$ cat src/rtl/move_arbiter_if.sv
// ============================================================================
// Module  : move_arbiter_if
// Brief   : Command handshake between the move arbiter and the move engine.
// Revision: 1.0 - initial release
// ============================================================================
`default_nettype none

interface move_arbiter_if;
    logic       cmd_valid;
    logic [2:0] cmd;
    logic       cmd_ready;
    logic       done;

    modport master (output cmd_valid, output cmd, input cmd_ready, input done);
    modport slave  (input cmd_valid, input cmd, output cmd_ready, output done);
endinterface

`default_nettype wire

$ cat src/rtl/move_arbiter.sv
// ============================================================================
// Module  : move_arbiter
// Brief   : Latches button/gravity requests and issues them one at a time,
//           by fixed priority, to the shared Tetris move engine.
// Revision: 1.0 - initial release
// ============================================================================
`default_nettype none

module move_arbiter #(
    parameter int DIV_WIDTH   = 10,
    parameter int PERIOD_BASE = 480,
    parameter int PERIOD_STEP = 60
) (
    input  wire logic       clk,
    input  wire logic       reset,
    input  wire logic       enable,
    input  wire logic       tick,
    input  wire logic [2:0] level,
    input  wire logic       btn_left,
    input  wire logic       btn_right,
    input  wire logic       btn_rot,
    input  wire logic       btn_down,
    move_arbiter_if.master  eng,
    output logic            overrun
);

    localparam int c_PW = DIV_WIDTH + 3;

    typedef enum logic [1:0] {
        S_IDLE  = 2'd0,
        S_ISSUE = 2'd1,
        S_WAIT  = 2'd2
    } state_t;

    state_t               r_state;
    logic [4:0]           r_pend;      // index = priority: grav, down, rot, left, right
    logic [DIV_WIDTH-1:0] r_count;
    logic                 r_cmd_valid;
    logic [2:0]           r_cmd;
    logic                 r_overrun;

    logic [c_PW-1:0] w_sub;
    logic [c_PW-1:0] w_period;
    logic            w_fire;
    logic [4:0]      w_req;
    logic [4:0]      w_grant_oh;
    logic [2:0]      w_grant_cmd;
    logic            w_do_grant;

    // Clamp instead of wrapping when the level reduction exceeds the base period
    assign w_sub    = c_PW'(level) * c_PW'(PERIOD_STEP);
    assign w_period = (w_sub >= c_PW'(PERIOD_BASE)) ? c_PW'(1) : c_PW'(PERIOD_BASE) - w_sub;
    assign w_fire   = enable & tick & ({3'b000, r_count} >= (w_period - c_PW'(1)));

    assign w_req      = {btn_right, btn_left, btn_rot, btn_down, w_fire};
    assign w_do_grant = (r_state == S_IDLE) && enable && (|r_pend);

    always_comb begin
        w_grant_oh  = 5'b00000;
        w_grant_cmd = 3'd0;
        if (r_pend[0]) begin
            w_grant_oh = 5'b00001; w_grant_cmd = 3'd1;
        end else if (r_pend[1]) begin
            w_grant_oh = 5'b00010; w_grant_cmd = 3'd2;
        end else if (r_pend[2]) begin
            w_grant_oh = 5'b00100; w_grant_cmd = 3'd3;
        end else if (r_pend[3]) begin
            w_grant_oh = 5'b01000; w_grant_cmd = 3'd4;
        end else if (r_pend[4]) begin
            w_grant_oh = 5'b10000; w_grant_cmd = 3'd5;
        end
    end

    always_ff @(posedge clk) begin
        if (reset) begin
            r_state     <= S_IDLE;
            r_pend      <= '0;
            r_count     <= '0;
            r_cmd_valid <= 1'b0;
            r_cmd       <= 3'd0;
            r_overrun   <= 1'b0;
        end else begin
            r_overrun <= w_fire & r_pend[0];

            // A request on the grant edge re-arms its flag (set wins over clear)
            if (!enable) begin
                r_pend  <= '0;
                r_count <= '0;
            end else begin
                r_pend <= (r_pend & ~(w_do_grant ? w_grant_oh : 5'b00000)) | w_req;
                if (tick)
                    r_count <= w_fire ? '0 : r_count + 1'b1;
            end

            case (r_state)
                S_IDLE: begin
                    if (w_do_grant) begin
                        r_cmd       <= w_grant_cmd;
                        r_cmd_valid <= 1'b1;
                        r_state     <= S_ISSUE;
                    end
                end
                S_ISSUE: begin
                    if (eng.cmd_ready) begin
                        r_cmd_valid <= 1'b0;
                        r_cmd       <= 3'd0;
                        r_state     <= S_WAIT;
                    end
                end
                S_WAIT: begin
                    if (eng.done)
                        r_state <= S_IDLE;
                end
                default: begin
                    r_state     <= S_IDLE;
                    r_cmd_valid <= 1'b0;
                    r_cmd       <= 3'd0;
                end
            endcase
        end
    end

    assign eng.cmd_valid = r_cmd_valid;
    assign eng.cmd       = r_cmd;
    assign overrun       = r_overrun;

endmodule

`default_nettype wire

$ cat src/flat_wrapper.sv
// flat-port wrapper written by rule: the top's interface ports become plain ports
module move_arbiter_flat 
#(
    parameter int DIV_WIDTH   = 10,
    parameter int PERIOD_BASE = 480,
    parameter int PERIOD_STEP = 60
)
  (clk, reset, enable, tick, level, btn_left, btn_right, btn_rot, btn_down, overrun, eng_cmd_valid, eng_cmd, eng_cmd_ready, eng_done);
  move_arbiter_if eng_i ();
  input  wire logic clk;
  input  wire logic reset;
  input  wire logic enable;
  input  wire logic tick;
  input  wire logic [2:0] level;
  input  wire logic btn_left;
  input  wire logic btn_right;
  input  wire logic btn_rot;
  input  wire logic btn_down;
  output logic overrun;
  output wire logic [$bits(eng_i.cmd_valid)-1:0] eng_cmd_valid;
  output wire logic [$bits(eng_i.cmd)-1:0] eng_cmd;
  input wire logic [$bits(eng_i.cmd_ready)-1:0] eng_cmd_ready;
  input wire logic [$bits(eng_i.done)-1:0] eng_done;
  assign eng_cmd_valid = eng_i.cmd_valid;
  assign eng_cmd = eng_i.cmd;
  assign eng_i.cmd_ready = eng_cmd_ready;
  assign eng_i.done = eng_done;
  move_arbiter #(.DIV_WIDTH(DIV_WIDTH), .PERIOD_BASE(PERIOD_BASE), .PERIOD_STEP(PERIOD_STEP)) u_core (.clk(clk), .reset(reset), .enable(enable), .tick(tick), .level(level), .btn_left(btn_left), .btn_right(btn_right), .btn_rot(btn_rot), .btn_down(btn_down), .eng(eng_i), .overrun(overrun));
endmodule
$ cat config.mk
export PLATFORM = sky130hd
export DESIGN_NAME = move_arbiter_flat
export DESIGN_NICKNAME = d
export VERILOG_FILES = /design/src/rtl/move_arbiter_if.sv /design/src/rtl/move_arbiter.sv /design/src/flat_wrapper.sv
export SDC_FILE = /design/constraint.sdc
export NUM_CORES = 1
export LEC_CHECK = 0
export ABC_AREA = 1
export BUFFER_PORTS_ARGS = -buffer_cell sky130_fd_sc_hd__buf_2
export CORE_ASPECT_RATIO = 1.4
export CORE_UTILIZATION = 51
export CTS_CLUSTER_SIZE = 24
export DETAILED_ROUTE_END_ITERATION = 12
export GPL_TIMING_DRIVEN = 0
export HOLD_SLACK_MARGIN = 0.02
export PLACE_DENSITY = 0.82
export SYNTH_ARGS = -nofsm -noshare
export SYNTH_HDL_FRONTEND = slang
export SYNTH_SLANG_ARGS = --single-unit
$ cat constraint.sdc
create_clock -name clk -period 7.2 [get_ports clk]
set_input_delay 1.44 -clock clk [delete_from_list [all_inputs] [get_ports clk]]
set_output_delay 1.44 -clock clk [all_outputs]
set_load 0.02 [all_outputs]
==> impl_metrics.tcl, run 1 <==
set metrics [dict create \
    criticalPathCategory "in -> reg" \
    min_period_ns 4.69 \
    yosysUniqueCellTypes 28 \
    cts.clk_slew.worst_paths_ns 0.08 \
    fin_util_pct 60.5 \
    dp_slack_ns 2.24 \
    async_flop_share_pct 0 \
    drtIter0Drc 29 \
    cts_hold_buf 0 \
    clockPowerShare_pct 33.0 \
    run_status "completed" \
    p_sw_mw 0.110 \
    die_area_um2 3550 \
    antenna_found_initial 0 \
    dp.cells 294 \
    max_freq_mhz 213 \
    synth-main-ff-cell "dfxtp_1" \
    clk_path_buf_depth 2 \
    fin_cells 298 \
    syn2layout_area_growth_pct 11.8 \
    post_cts_buffers 0 \
    intPower_mw 0.238 \
    seq_power_share_pct 36.7 \
    ioPinCount 18 \
    yosysWarnings 0 \
    cts_tree "yes" \
    ys_ff_latch 22 \
    placed_area_um2 1820 \
    p_sw_share_pct 31.5 \
    syn_area_per_cell_um2 7.07 \
    numClockSinks 22 \
    ant_nets 0 \
    gp_congestion 0.842 \
    grt_max_degree 14 \
    vias_per_cell 5.09 \
    root_buffer "clkbuf_8" \
    finalCritPeriodShare_pct 65.1 \
    post_cts_resized 0 \
    synth_top_family_by_area "simple AND/OR/NAND/NOR gates" \
    syn_inst 239 \
    synth_edf_count 0 \
    synth_xor_area_share_pct 7.25 \
    clkLatencyLatePin_ns 0.26 \
    cp_max_fo 10 \
    core_area_um2 3120 \
    drive_above_1_share_pct 13.9 \
    dpl.hpwl_um 2570 \
    finalHoldViolations 0 \
    synthSimpleGateAreaFrac_pct 32.2 \
    grt_overflow 0 \
    wl_um 3130 \
    leakagePower_nw 0.952 \
    netlist_area_um2 1690 \
    powerDensity_nw_per_um2 184 \
    fin_ws_ns 2.51 \
    start_util_pct 54.1 \
    design_area_um2 1890 \
    p_total_mw 0.348 \
    fill_cells 288 \
    slew_violations 0 \
    synth-compound-area-share_pct 9.40 \
    crit_path_end_kind "flop" \
    wl_per_cell_um 10.5 \
    peakVddDrop_mv 0.104 \
    hold_slack_ns 0.467 \
    synth_fp_nets 273 \
    grt_pass1_vias 1371 \
    grt.total_usage_pct 19.8 \
    comb_power_share_pct 30.4 \
    required_ns 7.36 \
    synthAdderAreaFrac_pct 16.4 \
    tns_ns 0 \
    antenna_cells 0 \
    cts_buffers 3 \
    grt_first_pass_wirelength_um 5580 \
    rows 24 \
    h-tree-depth 1 \
    die_height_um 70.1 \
    drcViolationCount 0 \
    cp-start-kind "primary input" \
    cap_violations 0 \
    hold_class "reg -> reg" \
    first_pass_iters 4 \
    nets 294 \
    seq_area_frac_synth_pct 26.1 \
    synth_mux_area_share_pct 0 \
    fp.dieW_um 50.7 \
    port_buffers 16 \
    arrival_ns 4.84 \
    rsz0062_at_grt "false" \
    clock_skew_ns 0.00577 \
    setup_viol 0 \
    vias 1517 \
]
[final cells by class]
| cell class | count | area [um^2] | area share, % |
|---|---|---|---|
| Clock buffer | 3 | 41.3 | 2.18 |
| Clock inverter | 1 | 30.0 | 1.59 |
| Tap cell | 39 | 48.8 | 2.58 |
| Buffer | 1 | 7.51 | 0.397 |
| Inverter | 36 | 135 | 7.15 |
| Multi-Input combinational cell | 180 | 1110 | 58.6 |
| Timing Repair Buffer | 16 | 80.1 | 4.24 |
| Sequential cell | 22 | 440 | 23.3 |
[registers in the layout (all words and copies together), names as in the netlist]
signal / flops
u_core.r_count: 10
u_core.r_pend: 5
u_core.eng.cmd: 3
u_core.r_state: 2
u_core.eng.cmd_valid: 1
u_core.overrun: 1
[synth_stat cells (2+ instances only)]
cell type | count | area, um^2
nand2_1 | 50 | 188
inv_1 | 35 | 131
nor2_1 | 24 | 90.1
dfxtp_1 | 22 | 440
ha_1 | 19 | 238
a21oi_1 | 17 | 85.1
nand3_1 | 16 | 80.1
xor2_1 | 8 | 70.1
nand4_1 | 7 | 43.8
o21ai_0 | 7 | 35.0
xnor2_1 | 6 | 52.6
nand2_2 | 4 | 25.0
nand3b_1 | 3 | 22.5
nor2_2 | 3 | 18.8
fa_1 | 2 | 40.0
nand2_4 | 2 | 22.5
nand3_2 | 2 | 20.0
nor3_1 | 2 | 10.0
[power groups by stage]
stage | Clock, mW | Sequential (mW) | Combinational, mW
detailed placement | 0 | 0.130 | 0.106
global placement | 0 | 0.130 | 0.102
global route | 0.122 | 0.128 | 0.121
CTS | 0.116 | 0.128 | 0.106
floorplan | 0 | 0.132 | 0.0828
finish | 0.115 | 0.128 | 0.106
[worst max-delay path: stages]
cell and delay, ns:
buf_2 0.13, inv_1 0.16, fa_1 0.55, xor2_1 0.21, ha_1 0.20, inv_1 0.06
nand2_1 0.07, nand2_1 0.07, nand2_2 0.07, nor2_1 0.18, nand3_4 0.15, nand2_1 0.13
nand4_1 0.12, xnor2_1 0.14, ha_1 0.27, nand2_1 0.08, o21a_1 0.20, nand3_1 0.07
a21oi_1 0.06, nor2_1 0.19, nand2_4 0.10, nand2_4 0.13, nor2_1 0.05
[layer usage]
metal  share of wire, %  GRT usage (%)  vias to the layer above
li1                   -              -                      808
met1                 44           23.5                      689
met2                 52           36.6                       15
met3                2.0           1.96                        5
met4                1.1           4.94                        0
met5                  0              0                        -
[logic make-up (layout without fill, tap and decap cells)]
logic type                 count (synthesis)  count (layout)
AOI/OAI and AO/OA                         29              29
buffers and inverters                     37              57
DFF                                       22              22
other                                      1               1
and+or+nand+nor                          115             115
xor gates and xnor gates                  14              14
adders and majority gates                 21              21
[cells in the final DEF (no fill, tap or decap), types with 2 or more instances in the layout]
cell	netlist	routed
a21oi_1	17	17
buf_2	0	16
clkbuf_8	0	3
dfxtp_1	22	22
fa_1	2	2
ha_1	19	19
inv_1	35	35
nand2_1	50	50
nand2_2	4	4
nand2_4	2	2
nand3_1	16	16
nand3_2	2	2
nand3b_1	3	3
nand4_1	7	7
nor2_1	24	24
nor2_2	3	3
nor3_1	2	2
o21ai_0	7	7
xnor2_1	6	6
xor2_1	8	8
[final timing paths]
kind                                         from           endpoint  slack, ns  depth (start not counted)
worst min-delay path            u_core.eng.cmd[0]  u_core.eng.cmd[0]       0.47                          2
worst max register to register  u_core.r_count[2]  u_core.r_count[6]       5.41                         12
worst min register to register  u_core.eng.cmd[0]  u_core.eng.cmd[0]       0.47                          2
worst max-delay path                     level[1]  u_core.r_count[6]       2.51                         23
Note: power is estimated with default switching activity, not from simulation.
==> run 2: changes to the inputs <==
--- a/config.mk
+++ b/config.mk
@@ -5,7 +5,7 @@
 export SDC_FILE = /design/constraint.sdc
 export NUM_CORES = 1
 export LEC_CHECK = 0
-export ABC_AREA = 1
+export ABC_AREA = 0
 export BUFFER_PORTS_ARGS = -buffer_cell sky130_fd_sc_hd__buf_2
 export CORE_ASPECT_RATIO = 1.4
 export CORE_UTILIZATION = 51
@@ -13,7 +13,7 @@
 export DETAILED_ROUTE_END_ITERATION = 12
 export GPL_TIMING_DRIVEN = 0
 export HOLD_SLACK_MARGIN = 0.02
-export PLACE_DENSITY = 0.82
+export PLACE_DENSITY = 0.81
 export SYNTH_ARGS = -nofsm -noshare
 export SYNTH_HDL_FRONTEND = slang
 export SYNTH_SLANG_ARGS = --single-unit
==> constraint.sdc (replaced) <==
create_clock -name clk -period 4.4 [get_ports clk]
set_input_delay 0.88 -clock clk [delete_from_list [all_inputs] [get_ports clk]]
set_output_delay 0.88 -clock clk [all_outputs]
set_load 0.02 [all_outputs]
==> impl_metrics.tcl, run 2 <==
set metrics [dict create \
    run_status "completed" \
    async_flop_share_pct 0 \
    clkLatencyLatePin_ns 0.26 \
    finalCritPeriodShare_pct 99.5 \
    port_buffers 16 \
    synthTopCellsByCount "nor2_1, dfxtp_1, ha_1, nand2_1, a21oi_1" \
    first_pass_iters 4 \
    cp-start-kind "primary input" \
    synth.most_common_cell "nor2_1" \
    vias 1532 \
    grt.total_usage_pct 20.0 \
    fin_cells 282 \
    required_ns 4.60 \
    drive_above_1_share_pct 27.3 \
    vias_per_cell 5.43 \
    yosysTopAreaCellShare_pct 24.8 \
    layout_common_cells "nor2_1, dfxtp_1, nand2_1, ha_1" \
    fp.dieW_um 51.9 \
    grt_pass1_vias 1435 \
    mostFrequentLayoutCell "nor2_1" \
    yosysWarnings 0 \
    cts_buffers 3 \
    dpl.hpwl_um 2580 \
    max_freq_mhz 228 \
    synth.largest_area_cell "dfxtp_1" \
    arrival_ns 4.58 \
    gp_congestion 0.834 \
    yosysUniqueCellTypes 50 \
    clock_skew_ns 0.00164 \
    ant_nets 0 \
    cts.clk_slew.worst_paths_ns 0.07 \
    nets 277 \
    syn2layout_area_growth_pct 21.7 \
    clk_path_buf_depth 2 \
    setup_viol 0 \
    netlist_area_um2 1780 \
    p_total_mw 0.638 \
    powerDensity_nw_per_um2 295 \
    criticalPathCategory "in -> reg" \
    design_area_um2 2160 \
    synth-main-ff-cell "dfxtp_1" \
    cp_max_fo 7 \
    slew_violations 0 \
    drtIter0Drc 16 \
    largest-register "u_core.r_count" \
    seq_area_frac_synth_pct 24.8 \
    leakagePower_nw 0.977 \
    h-tree-depth 1 \
    fill_cells 272 \
    die_height_um 71.8 \
    crit_path_end_kind "flop" \
    finalHoldViolations 0 \
    ys_ff_latch 22 \
    synth_fp_nets 245 \
    syn_area_per_cell_um2 8.42 \
    synth_area_leaders "dfxtp_1, ha_1, nor2_1" \
    dp.cells 267 \
    wl_um 3800 \
    die_area_um2 3730 \
    cap_violations 0 \
    min_period_ns 4.38 \
    wl_per_cell_um 13.5 \
    peakVddDrop_mv 0.213 \
    core_area_um2 3350 \
    start_util_pct 53.1 \
    hold_class "reg -> reg" \
    placed_area_um2 1910 \
    synth_edf_count 0 \
    grt_overflow 0 \
    antenna_cells 0 \
    syn_inst 211 \
    grt_max_degree 13 \
    antenna_found_initial 0 \
    cts_hold_buf 0 \
    ioPinCount 18 \
    drcViolationCount 0 \
    cts_tree "yes" \
    numClockSinks 22 \
    root_buffer "clkbuf_8" \
    largest_reg_flops 10 \
    rows 25 \
    grt_first_pass_wirelength_um 5870 \
]
run 2: where the power goes:
group          switching (mW)  internal, mW
registers             0.00481         0.205
logic                   0.151         0.137
clock network          0.0618        0.0796
run 2: cell families after synthesis:
kind of cell	synth area share (%)
and+or+nand+nor	23.6
AOI/OAI and AO/OA	18.8
DFF	24.8
adders and majority gates	15.6
xor gates and xnor gates	11.3
buffers and inverters	4.37
other	0.211
muxes	1.27
run 2: area by class of cell:
cell class	count	area, um^2	area share, %
repair buffers	27	171	7.93
clock buffers	4	55.1	2.55
flip-flops and latches	22	440	20.4
plain buffers	5	35.0	1.62
multi-input cells	172	1360	62.9
inverters	12	50.0	2.31
well taps	40	50.0	2.31
run 2: worst max-delay path, stage by stage:
cell      delay [ns]
buf_4           0.12
inv_4           0.05
fa_1            0.50
buf_6           0.16
xor2_2          0.17
ha_2            0.17
o21bai_4        0.18
xor2_4          0.17
buf_6           0.15
and4_1          0.19
mux2i_4         0.27
nand2_2         0.11
xnor2_2         0.14
ha_1            0.30
a21o_1          0.18
a21oi_2         0.14
nor2_2          0.07
a211oi_2        0.24
buf_4           0.19
a31oi_4         0.06
nor2_1          0.12
run 2: final timing paths:
path | start | to | slack (ns) | cells past startpoint
worst min register to register | u_core.eng.cmd_valid | u_core.eng.cmd_valid | 0.46 | 2
worst max register to register | u_core.r_count[0] | u_core.r_count[5] | 2.09 | 9
worst max-delay path | level[1] | u_core.r_count[5] | 0.02 | 21
worst min-delay path | u_core.eng.cmd_valid | u_core.eng.cmd_valid | 0.46 | 2
run 2: per-layer routing:
layer  routed length, um  track usage, %  part of all wire [%]
met2                2100            38.5                    55
met5                   0               0                     0
met3                  57            1.27                   1.5
met4                  76            6.91                   2.0
met1                1570            22.1                    41
run 2: repair_timing:
action                                  CTS  global route
buffers inserted                          1            10
endpoints found under the setup margin   12            12
cloned                                    0             1
gates resized for setup                   5            26
pin swaps                                 5            10
run 2: through the flow:
stage | setup TNS, ns | utilization [%] | setup WS [ns] | hold slack, ns
4_1_cts | 0 | 59.3 | 0.00381 | 0.458
6_report | 0 | 64.6 | 0.0234 | 0.456
3_3_place_gp | -4.19 | 57.1 | -0.372 | 0.440
3_5_place_dp | -5.34 | 57.1 | -0.484 | 0.447
5_1_grt | -0.834 | 64.6 | -0.109 | 0.475
2_1_floorplan | 0 | - | 0.0767 | 0.467
